**src/rtl/id_ex_pipeline_reg_if.sv**
```systemverilog
// ID/EX boundary bundle: decoded ID fields in, registered EX fields, stall and counters out.
// The master drives the ID side; the slave is the pipeline register itself.
interface id_ex_pipeline_reg_if #(
  parameter int unsigned XLEN  = 32,
  parameter int unsigned RA_W  = 5,
  parameter int unsigned CNT_W = 16
) ();
  logic            valid_id;
  logic [XLEN-1:0] pc_id;
  logic [RA_W-1:0] rs1_id;
  logic [RA_W-1:0] rs2_id;
  logic            use_rs1_id;
  logic            use_rs2_id;
  logic [RA_W-1:0] rd_id;
  logic [XLEN-1:0] rs1_data_id;
  logic [XLEN-1:0] rs2_data_id;
  logic [XLEN-1:0] imm_id;
  logic [3:0]      alu_op_id;
  logic            alu_src_id;
  logic            RegWrite_id;
  logic            MemRead_id;
  logic            MemWrite_id;
  logic            MemToReg_id;
  logic            flush_ex;

  logic            stall_if_id;
  logic            valid_ex;
  logic [XLEN-1:0] pc_ex;
  logic [RA_W-1:0] rs1_ex;
  logic [RA_W-1:0] rs2_ex;
  logic [RA_W-1:0] rd_ex;
  logic [XLEN-1:0] rs1_data_ex;
  logic [XLEN-1:0] rs2_data_ex;
  logic [XLEN-1:0] imm_ex;
  logic [3:0]      alu_op_ex;
  logic            alu_src_ex;
  logic            RegWrite_ex;
  logic            MemRead_ex;
  logic            MemWrite_ex;
  logic            MemToReg_ex;
  logic [CNT_W-1:0] bubble_cnt;
  logic [CNT_W-1:0] flush_cnt;

  modport master (
    output valid_id, pc_id, rs1_id, rs2_id, use_rs1_id, use_rs2_id, rd_id, rs1_data_id,
           rs2_data_id, imm_id, alu_op_id, alu_src_id, RegWrite_id, MemRead_id, MemWrite_id,
           MemToReg_id, flush_ex,
    input  stall_if_id, valid_ex, pc_ex, rs1_ex, rs2_ex, rd_ex, rs1_data_ex, rs2_data_ex,
           imm_ex, alu_op_ex, alu_src_ex, RegWrite_ex, MemRead_ex, MemWrite_ex, MemToReg_ex,
           bubble_cnt, flush_cnt
  );

  modport slave (
    input  valid_id, pc_id, rs1_id, rs2_id, use_rs1_id, use_rs2_id, rd_id, rs1_data_id,
           rs2_data_id, imm_id, alu_op_id, alu_src_id, RegWrite_id, MemRead_id, MemWrite_id,
           MemToReg_id, flush_ex,
    output stall_if_id, valid_ex, pc_ex, rs1_ex, rs2_ex, rd_ex, rs1_data_ex, rs2_data_ex,
           imm_ex, alu_op_ex, alu_src_ex, RegWrite_ex, MemRead_ex, MemWrite_ex, MemToReg_ex,
           bubble_cnt, flush_cnt
  );
endinterface

```
**src/rtl/id_ex_pipeline_reg.sv**
```systemverilog
// ID/EX pipeline register with load-use bubble insertion, branch flush and saturating
// bubble/flush counters.
module id_ex_pipeline_reg #(
  parameter int unsigned XLEN  = 32,
  parameter int unsigned RA_W  = 5,
  parameter int unsigned CNT_W = 16
) (
  input logic                 clk,
  input logic                 rst_n,
  id_ex_pipeline_reg_if.slave bus
);

  logic            r_valid;
  logic [XLEN-1:0] r_pc;
  logic [RA_W-1:0] r_rs1;
  logic [RA_W-1:0] r_rs2;
  logic [RA_W-1:0] r_rd;
  logic [XLEN-1:0] r_rs1_data;
  logic [XLEN-1:0] r_rs2_data;
  logic [XLEN-1:0] r_imm;
  logic [3:0]      r_alu_op;
  logic            r_alu_src;
  logic            r_reg_write;
  logic            r_mem_read;
  logic            r_mem_write;
  logic            r_mem_to_reg;
  logic [CNT_W-1:0] r_bubble_cnt;
  logic [CNT_W-1:0] r_flush_cnt;

  logic w_rs1_hit;
  logic w_rs2_hit;
  logic w_load_use;
  logic w_bubble;

  // Hazard is judged against the registered EX stage, so it always sees the real load.
  assign w_rs1_hit  = bus.use_rs1_id & (bus.rs1_id == r_rd);
  assign w_rs2_hit  = bus.use_rs2_id & (bus.rs2_id == r_rd);
  assign w_load_use = r_valid & r_mem_read & (r_rd != '0) & bus.valid_id & (w_rs1_hit | w_rs2_hit);
  assign w_bubble   = bus.flush_ex | w_load_use;

  assign bus.stall_if_id = w_load_use & ~bus.flush_ex;

  always_ff @(posedge clk or negedge rst_n) begin
    if (!rst_n) begin
      r_valid      <= 1'b0;
      r_pc         <= '0;
      r_rs1        <= '0;
      r_rs2        <= '0;
      r_rd         <= '0;
      r_rs1_data   <= '0;
      r_rs2_data   <= '0;
      r_imm        <= '0;
      r_alu_op     <= '0;
      r_alu_src    <= 1'b0;
      r_reg_write  <= 1'b0;
      r_mem_read   <= 1'b0;
      r_mem_write  <= 1'b0;
      r_mem_to_reg <= 1'b0;
    end else if (w_bubble) begin
      r_valid      <= 1'b0;
      r_pc         <= '0;
      r_rs1        <= '0;
      r_rs2        <= '0;
      r_rd         <= '0;
      r_rs1_data   <= '0;
      r_rs2_data   <= '0;
      r_imm        <= '0;
      r_alu_op     <= '0;
      r_alu_src    <= 1'b0;
      r_reg_write  <= 1'b0;
      r_mem_read   <= 1'b0;
      r_mem_write  <= 1'b0;
      r_mem_to_reg <= 1'b0;
    end else begin
      r_valid      <= bus.valid_id;
      r_pc         <= bus.pc_id;
      r_rs1        <= bus.rs1_id;
      r_rs2        <= bus.rs2_id;
      r_rd         <= bus.rd_id;
      r_rs1_data   <= bus.rs1_data_id;
      r_rs2_data   <= bus.rs2_data_id;
      r_imm        <= bus.imm_id;
      r_alu_op     <= bus.alu_op_id;
      r_alu_src    <= bus.alu_src_id;
      // An empty ID slot must never write anything downstream.
      r_reg_write  <= bus.valid_id & bus.RegWrite_id;
      r_mem_read   <= bus.valid_id & bus.MemRead_id;
      r_mem_write  <= bus.valid_id & bus.MemWrite_id;
      r_mem_to_reg <= bus.valid_id & bus.MemToReg_id;
    end
  end

  always_ff @(posedge clk or negedge rst_n) begin
    if (!rst_n) begin
      r_bubble_cnt <= '0;
      r_flush_cnt  <= '0;
    end else if (bus.flush_ex) begin
      if (r_flush_cnt != '1) r_flush_cnt <= r_flush_cnt + CNT_W'(1);
    end else if (w_load_use) begin
      if (r_bubble_cnt != '1) r_bubble_cnt <= r_bubble_cnt + CNT_W'(1);
    end
  end

  assign bus.valid_ex    = r_valid;
  assign bus.pc_ex       = r_pc;
  assign bus.rs1_ex      = r_rs1;
  assign bus.rs2_ex      = r_rs2;
  assign bus.rd_ex       = r_rd;
  assign bus.rs1_data_ex = r_rs1_data;
  assign bus.rs2_data_ex = r_rs2_data;
  assign bus.imm_ex      = r_imm;
  assign bus.alu_op_ex   = r_alu_op;
  assign bus.alu_src_ex  = r_alu_src;
  assign bus.RegWrite_ex = r_reg_write;
  assign bus.MemRead_ex  = r_mem_read;
  assign bus.MemWrite_ex = r_mem_write;
  assign bus.MemToReg_ex = r_mem_to_reg;
  assign bus.bubble_cnt  = r_bubble_cnt;
  assign bus.flush_cnt   = r_flush_cnt;

endmodule

```
**src/flat_wrapper.sv**
```systemverilog
// flat-port wrapper written by rule: the top's interface ports become plain ports
module id_ex_pipeline_reg_flat 
#(
  parameter int unsigned XLEN  = 32,
  parameter int unsigned RA_W  = 5,
  parameter int unsigned CNT_W = 16
)
  (clk, rst_n, bus_valid_id, bus_pc_id, bus_rs1_id, bus_rs2_id, bus_use_rs1_id, bus_use_rs2_id, bus_rd_id, bus_rs1_data_id, bus_rs2_data_id, bus_imm_id, bus_alu_op_id, bus_alu_src_id, bus_RegWrite_id, bus_MemRead_id, bus_MemWrite_id, bus_MemToReg_id, bus_flush_ex, bus_stall_if_id, bus_valid_ex, bus_pc_ex, bus_rs1_ex, bus_rs2_ex, bus_rd_ex, bus_rs1_data_ex, bus_rs2_data_ex, bus_imm_ex, bus_alu_op_ex, bus_alu_src_ex, bus_RegWrite_ex, bus_MemRead_ex, bus_MemWrite_ex, bus_MemToReg_ex, bus_bubble_cnt, bus_flush_cnt);
  id_ex_pipeline_reg_if #(.XLEN(XLEN), .RA_W(RA_W), .CNT_W(CNT_W)) bus_i ();
  input logic clk;
  input logic rst_n;
  input wire logic [$bits(bus_i.valid_id)-1:0] bus_valid_id;
  input wire logic [$bits(bus_i.pc_id)-1:0] bus_pc_id;
  input wire logic [$bits(bus_i.rs1_id)-1:0] bus_rs1_id;
  input wire logic [$bits(bus_i.rs2_id)-1:0] bus_rs2_id;
  input wire logic [$bits(bus_i.use_rs1_id)-1:0] bus_use_rs1_id;
  input wire logic [$bits(bus_i.use_rs2_id)-1:0] bus_use_rs2_id;
  input wire logic [$bits(bus_i.rd_id)-1:0] bus_rd_id;
  input wire logic [$bits(bus_i.rs1_data_id)-1:0] bus_rs1_data_id;
  input wire logic [$bits(bus_i.rs2_data_id)-1:0] bus_rs2_data_id;
  input wire logic [$bits(bus_i.imm_id)-1:0] bus_imm_id;
  input wire logic [$bits(bus_i.alu_op_id)-1:0] bus_alu_op_id;
  input wire logic [$bits(bus_i.alu_src_id)-1:0] bus_alu_src_id;
  input wire logic [$bits(bus_i.RegWrite_id)-1:0] bus_RegWrite_id;
  input wire logic [$bits(bus_i.MemRead_id)-1:0] bus_MemRead_id;
  input wire logic [$bits(bus_i.MemWrite_id)-1:0] bus_MemWrite_id;
  input wire logic [$bits(bus_i.MemToReg_id)-1:0] bus_MemToReg_id;
  input wire logic [$bits(bus_i.flush_ex)-1:0] bus_flush_ex;
  output wire logic [$bits(bus_i.stall_if_id)-1:0] bus_stall_if_id;
  output wire logic [$bits(bus_i.valid_ex)-1:0] bus_valid_ex;
  output wire logic [$bits(bus_i.pc_ex)-1:0] bus_pc_ex;
  output wire logic [$bits(bus_i.rs1_ex)-1:0] bus_rs1_ex;
  output wire logic [$bits(bus_i.rs2_ex)-1:0] bus_rs2_ex;
  output wire logic [$bits(bus_i.rd_ex)-1:0] bus_rd_ex;
  output wire logic [$bits(bus_i.rs1_data_ex)-1:0] bus_rs1_data_ex;
  output wire logic [$bits(bus_i.rs2_data_ex)-1:0] bus_rs2_data_ex;
  output wire logic [$bits(bus_i.imm_ex)-1:0] bus_imm_ex;
  output wire logic [$bits(bus_i.alu_op_ex)-1:0] bus_alu_op_ex;
  output wire logic [$bits(bus_i.alu_src_ex)-1:0] bus_alu_src_ex;
  output wire logic [$bits(bus_i.RegWrite_ex)-1:0] bus_RegWrite_ex;
  output wire logic [$bits(bus_i.MemRead_ex)-1:0] bus_MemRead_ex;
  output wire logic [$bits(bus_i.MemWrite_ex)-1:0] bus_MemWrite_ex;
  output wire logic [$bits(bus_i.MemToReg_ex)-1:0] bus_MemToReg_ex;
  output wire logic [$bits(bus_i.bubble_cnt)-1:0] bus_bubble_cnt;
  output wire logic [$bits(bus_i.flush_cnt)-1:0] bus_flush_cnt;
  assign bus_i.valid_id = bus_valid_id;
  assign bus_i.pc_id = bus_pc_id;
  assign bus_i.rs1_id = bus_rs1_id;
  assign bus_i.rs2_id = bus_rs2_id;
  assign bus_i.use_rs1_id = bus_use_rs1_id;
  assign bus_i.use_rs2_id = bus_use_rs2_id;
  assign bus_i.rd_id = bus_rd_id;
  assign bus_i.rs1_data_id = bus_rs1_data_id;
  assign bus_i.rs2_data_id = bus_rs2_data_id;
  assign bus_i.imm_id = bus_imm_id;
  assign bus_i.alu_op_id = bus_alu_op_id;
  assign bus_i.alu_src_id = bus_alu_src_id;
  assign bus_i.RegWrite_id = bus_RegWrite_id;
  assign bus_i.MemRead_id = bus_MemRead_id;
  assign bus_i.MemWrite_id = bus_MemWrite_id;
  assign bus_i.MemToReg_id = bus_MemToReg_id;
  assign bus_i.flush_ex = bus_flush_ex;
  assign bus_stall_if_id = bus_i.stall_if_id;
  assign bus_valid_ex = bus_i.valid_ex;
  assign bus_pc_ex = bus_i.pc_ex;
  assign bus_rs1_ex = bus_i.rs1_ex;
  assign bus_rs2_ex = bus_i.rs2_ex;
  assign bus_rd_ex = bus_i.rd_ex;
  assign bus_rs1_data_ex = bus_i.rs1_data_ex;
  assign bus_rs2_data_ex = bus_i.rs2_data_ex;
  assign bus_imm_ex = bus_i.imm_ex;
  assign bus_alu_op_ex = bus_i.alu_op_ex;
  assign bus_alu_src_ex = bus_i.alu_src_ex;
  assign bus_RegWrite_ex = bus_i.RegWrite_ex;
  assign bus_MemRead_ex = bus_i.MemRead_ex;
  assign bus_MemWrite_ex = bus_i.MemWrite_ex;
  assign bus_MemToReg_ex = bus_i.MemToReg_ex;
  assign bus_bubble_cnt = bus_i.bubble_cnt;
  assign bus_flush_cnt = bus_i.flush_cnt;
  id_ex_pipeline_reg #(.XLEN(XLEN), .RA_W(RA_W), .CNT_W(CNT_W)) u_core (.clk(clk), .rst_n(rst_n), .bus(bus_i));
endmodule
```
**config.mk**
```make
export PLATFORM = sky130hd
export DESIGN_NAME = id_ex_pipeline_reg_flat
export DESIGN_NICKNAME = d
export VERILOG_FILES = /design/src/rtl/id_ex_pipeline_reg_if.sv /design/src/rtl/id_ex_pipeline_reg.sv /design/src/flat_wrapper.sv
export SDC_FILE = /design/constraint.sdc
export NUM_CORES = 1
export LEC_CHECK = 0
export CAP_MARGIN = 20
export CORE_MARGIN = 4
export CORE_UTILIZATION = 40
export CTS_CLUSTER_SIZE = 24
export DETAILED_ROUTE_END_ITERATION = 16
export PLACE_DENSITY = 0.83
export SLEW_MARGIN = 20
export SYNTH_ARGS = -nofsm -noshare
export SYNTH_HDL_FRONTEND = slang
export SYNTH_SLANG_ARGS = --single-unit
```
**constraint.sdc**
```tcl
create_clock -name clk -period 2.3 [get_ports clk]
set_input_delay 0.46 -clock clk [delete_from_list [all_inputs] [get_ports clk]]
set_output_delay 0.46 -clock clk [all_outputs]
set_load 0.02 [all_outputs]
```
==> out/results.tsv <==
stage	metric	value	unit
status	status	finished, final reports clean	
synth	synth_top_area_share	69.5	%
sta	clock_skew	0.00783	ns
pwr	irDropWorstVdd	0.526	mV
final_layout	synthToLayoutAreaGrowth	67.1	%
placement	placed_area	10400	µm²
global_route	grt_pass1_wl	28600	µm
placement	dpl.hpwl	15000	µm
synth	synth.most_common_cell	dfrtp_1	
placement	gp_congestion	0.820	
pwr	powerDensity	722	nW/µm²
clock_tree	cts_made_buffers	17	
placement	io_buffers	343	
sta	worst_slew_pin_slew	0.555	ns
synth	syn-num-nets	646	
floorplanning	initial_core_util	41.3	%
global_route	gr-usage-all-layers	20.6	%
final_layout	final_layout_size_suffix_gt1_share	7.97	%
synth	netlist_instances	486	
clock_tree	clock-sinks	185	
clock_tree	ctsHtreeMaxLevel	4	
floorplanning	rows	46	
detailed_routing	vias	4923	
global_route	grt_antenna_before_repair	3	
global_route	grt_pass1_vias	5233	
detailed_routing	routed_wl	19500	µm
sta	max_slew_margin	63.0	%
sta	layout_setup_ws	0.00479	ns
synth	synth_top_area_cell	dfrtp_1	
setup_path	critical_path.slowest_cell	or4_4	
pwr	p_total	8.03	mW
synth	synth.area.top_cells	dfrtp_1 (70%), and2_1 (15%), xnor2_1 (4.6%)	
setup_path	reg2regPathDepth	6	
sta	max_freq	436	MHz
setup_path	reg2reg_to	u_core.bus.bubble_cnt[1]$_DFFE_PN0P_	
placement	dp_slack	-0.329	ns
synth	synthTopCellsByCount	dfrtp_1 (185), and2_1 (155), xnor2_1 (35)	
sta	rsz0062_at_grt	true	
flow_run	cap_violations	0	
clock_tree	clockBufferDepth	2	
final_layout	multi_input_area	1890	µm²
setup_path	cp-end-kind	output port	
setup_path	start_kind	register	
floorplanning	dieWidth	137	µm
setup_path	required	1.84	ns
hold_path	hold_path_class	in -> async	
global_route	grt_overflow	0	
floorplanning	fp.dieH	137	µm
clock_tree	cts-hold-fix-buffers	0	
sta	finalCritPeriodShare	99.8	%
final_layout	fin_area	11100	µm²
pwr	power_leakage	4.83	nW
synth	syn_area	6660	µm²
detailed_routing	drt_iter0_drc	188	
detailed_routing	drt_pass1_iterations	6	
final_layout	num-fill-cells	1135	
final_layout	ff_latch_area	4630	µm²
detailed_routing	ant_nets	0	
setup_path	slowest_delay	0.55	ns
synth	synth-edff-count	0	
synth	yosysSeqAreaShare	69.5	%
sta	tns	0	ns
synth	synth-seq-cells	185	
sta	timing_max_transition_violations_final	0	
detailed_routing	wl_per_cell	18.0	µm
clock_tree	cts.reportedPaths.clkPinSlew	0.07	ns
synth	synth-main-ff-cell	dfrtp_1	
global_route	grt_max_degree	89	
final_layout	final_util	69.0	%
setup_path	regToRegSetupSlack	0.26	ns
clock_tree	root_buffer	clkbuf_16	
floorplanning	dieArea	18800	µm²
floorplanning	fp.coreArea	16100	µm²
setup_path	rr_startpoint	u_core.bus.bubble_cnt[0]$_DFFE_PN0P_	
synth	yosysWarnings	0	
clock_tree	clk_latency	0.42	ns
detailed_routing	drcViolationCount	0	
setup_path	path_cells	or4_4 > o21ai_2 > nor2_2 > and2_4 > buf_6	
setup_path	cp.arrival	1.84	ns
sta	finalSetupViolations	0	
floorplanning	io_pins	344	
synth	ys_types	34	
synth	syn_avg_cell_area	13.7	µm²
detailed_routing	drt-vias-per-instance	4.54	
clock_tree	cts_tree	done	
sta	hold_viol_final	0	
setup_path	crit_type	reg -> out	
sta	fin_crit	2.30	ns
synth	synthArstFlopShare	100	%
setup_path	worstPathMaxFanout	2	
final_layout	fin_nets	1013	
==> state kept, by name, indices dropped and copies added, names as in the netlist <==
signal and cells:
u_core.bus.imm_ex 32, u_core.bus.pc_ex 32, u_core.bus.rs1_data_ex 32, u_core.bus.rs2_data_ex 32, u_core.bus.bubble_cnt 16, u_core.bus.flush_cnt 16
u_core.bus.rd_ex 5, u_core.bus.rs1_ex 5, u_core.bus.rs2_ex 5, u_core.bus.alu_op_ex 4, u_core.bus.MemRead_ex 1, u_core.bus.MemToReg_ex 1
u_core.bus.MemWrite_ex 1, u_core.bus.RegWrite_ex 1, u_core.bus.alu_src_ex 1, u_core.bus.valid_ex 1
==> timing repair <==
item                                    CTS  global route
gates resized for setup                   9             5
pin swaps                                 4             5
endpoints found under the setup margin    1             1
buffers inserted                          1             1
==> worst max-delay path: cells and delay by family, from the launching register on <==
kind	cells	cell delay (ns)
AND/OR/NAND/NOR	3	0.75
flip-flops	1	0.38
AO/OA/AOI/OAI	1	0.16
buffers and inverters	1	0.12
==> stage by stage <==
stage | std cells | hold WS [ns]
floorplan | 486 | 0.164
global placement | 1048 | 0.466
CTS | 1081 | 0.00708
finish | 1084 | 0.0167
detailed placement | 1048 | 0.471
global route | 1084 | 0.0292
==> cell type report <==
| type | instances | area share (%) |
|---|---|---|
| clock inverter | 10 | 1.47 |
| tap | 216 | 2.43 |
| clock buffer | 22 | 4.26 |
| multi-input combinational | 280 | 17.0 |
| timing repair buffer | 367 | 33.1 |
| sequential | 185 | 41.6 |
| antenna | 2 | 0.0450 |
| inverter | 2 | 0.0675 |
==> per-layer routing <==
layer | share of wire, % | global-route usage, % | vias up | routed length [µm]
met3 | 9.5 | 8.09 | 27 | 1850
li1 | - | - | 2303 | -
met4 | 2.1 | 9.42 | 0 | 404
met1 | 34 | 21.1 | 2373 | 6710
met5 | 0 | 0 | - | 0
met2 | 54 | 36.7 | 220 | 10600
==> logic make-up (layout without fill, tap and decap cells) <==
| group | after synthesis | count (layout) | share of synthesized area, % |
|---|---|---|---|
| fa+ha+maj | 2 | 2 | 0.376 |
| xor+xnor | 36 | 36 | 4.74 |
| simple gates | 228 | 228 | 20.9 |
| mux | 5 | 5 | 0.827 |
| other cells | 0 | 2 | 0 |
| compound gates | 9 | 9 | 1.03 |
| buf+inv | 21 | 401 | 2.61 |
| flops | 185 | 185 | 69.5 |
==> layout by cell type, fill, tap and decap left out, types with 3 or more instances in the layout <==
cell type / instances
mux2_2: 4
dfrtp_1: 185
clkdlybuf4s50_1: 341
nand4_1: 15
and4_1: 6
nor2_1: 4
nor3_1: 3
clkbuf_8: 3
and2_1: 154
bufinv_16: 4
and3_1: 7
buf_4: 18
clkbuf_16: 17
buf_12: 5
nand3_1: 17
xnor2_1: 33
buf_6: 3
nand2_1: 10
==> report_power, final <==
group	internal, mW	total [mW]	switching [mW]
sequential	3.45	3.56	0.119
combinational	0.730	1.34	0.606
clock	1.91	3.12	1.21
==> worst max path at each step <==
stage | start | end | slack [ns] | cells after the start
finish | u_core.bus.rd_ex[4]$_DFF_PN0_ | bus_stall_if_id | 0.005 | 5
CTS | u_core.bus.rd_ex[4]$_DFF_PN0_ | bus_stall_if_id | -0.05 | 5
detailed placement | bus_rs1_id[4] | bus_stall_if_id | -0.33 | 6
floorplan | u_core.bus.rd_ex[1]$_DFF_PN0_ | bus_stall_if_id | 0.19 | 5
global route | u_core.bus.rd_ex[4]$_DFF_PN0_ | bus_stall_if_id | -0.06 | 5
global placement | bus_rs1_id[4] | bus_stall_if_id | -0.32 | 6
Power figures use the tool's default switching activity.
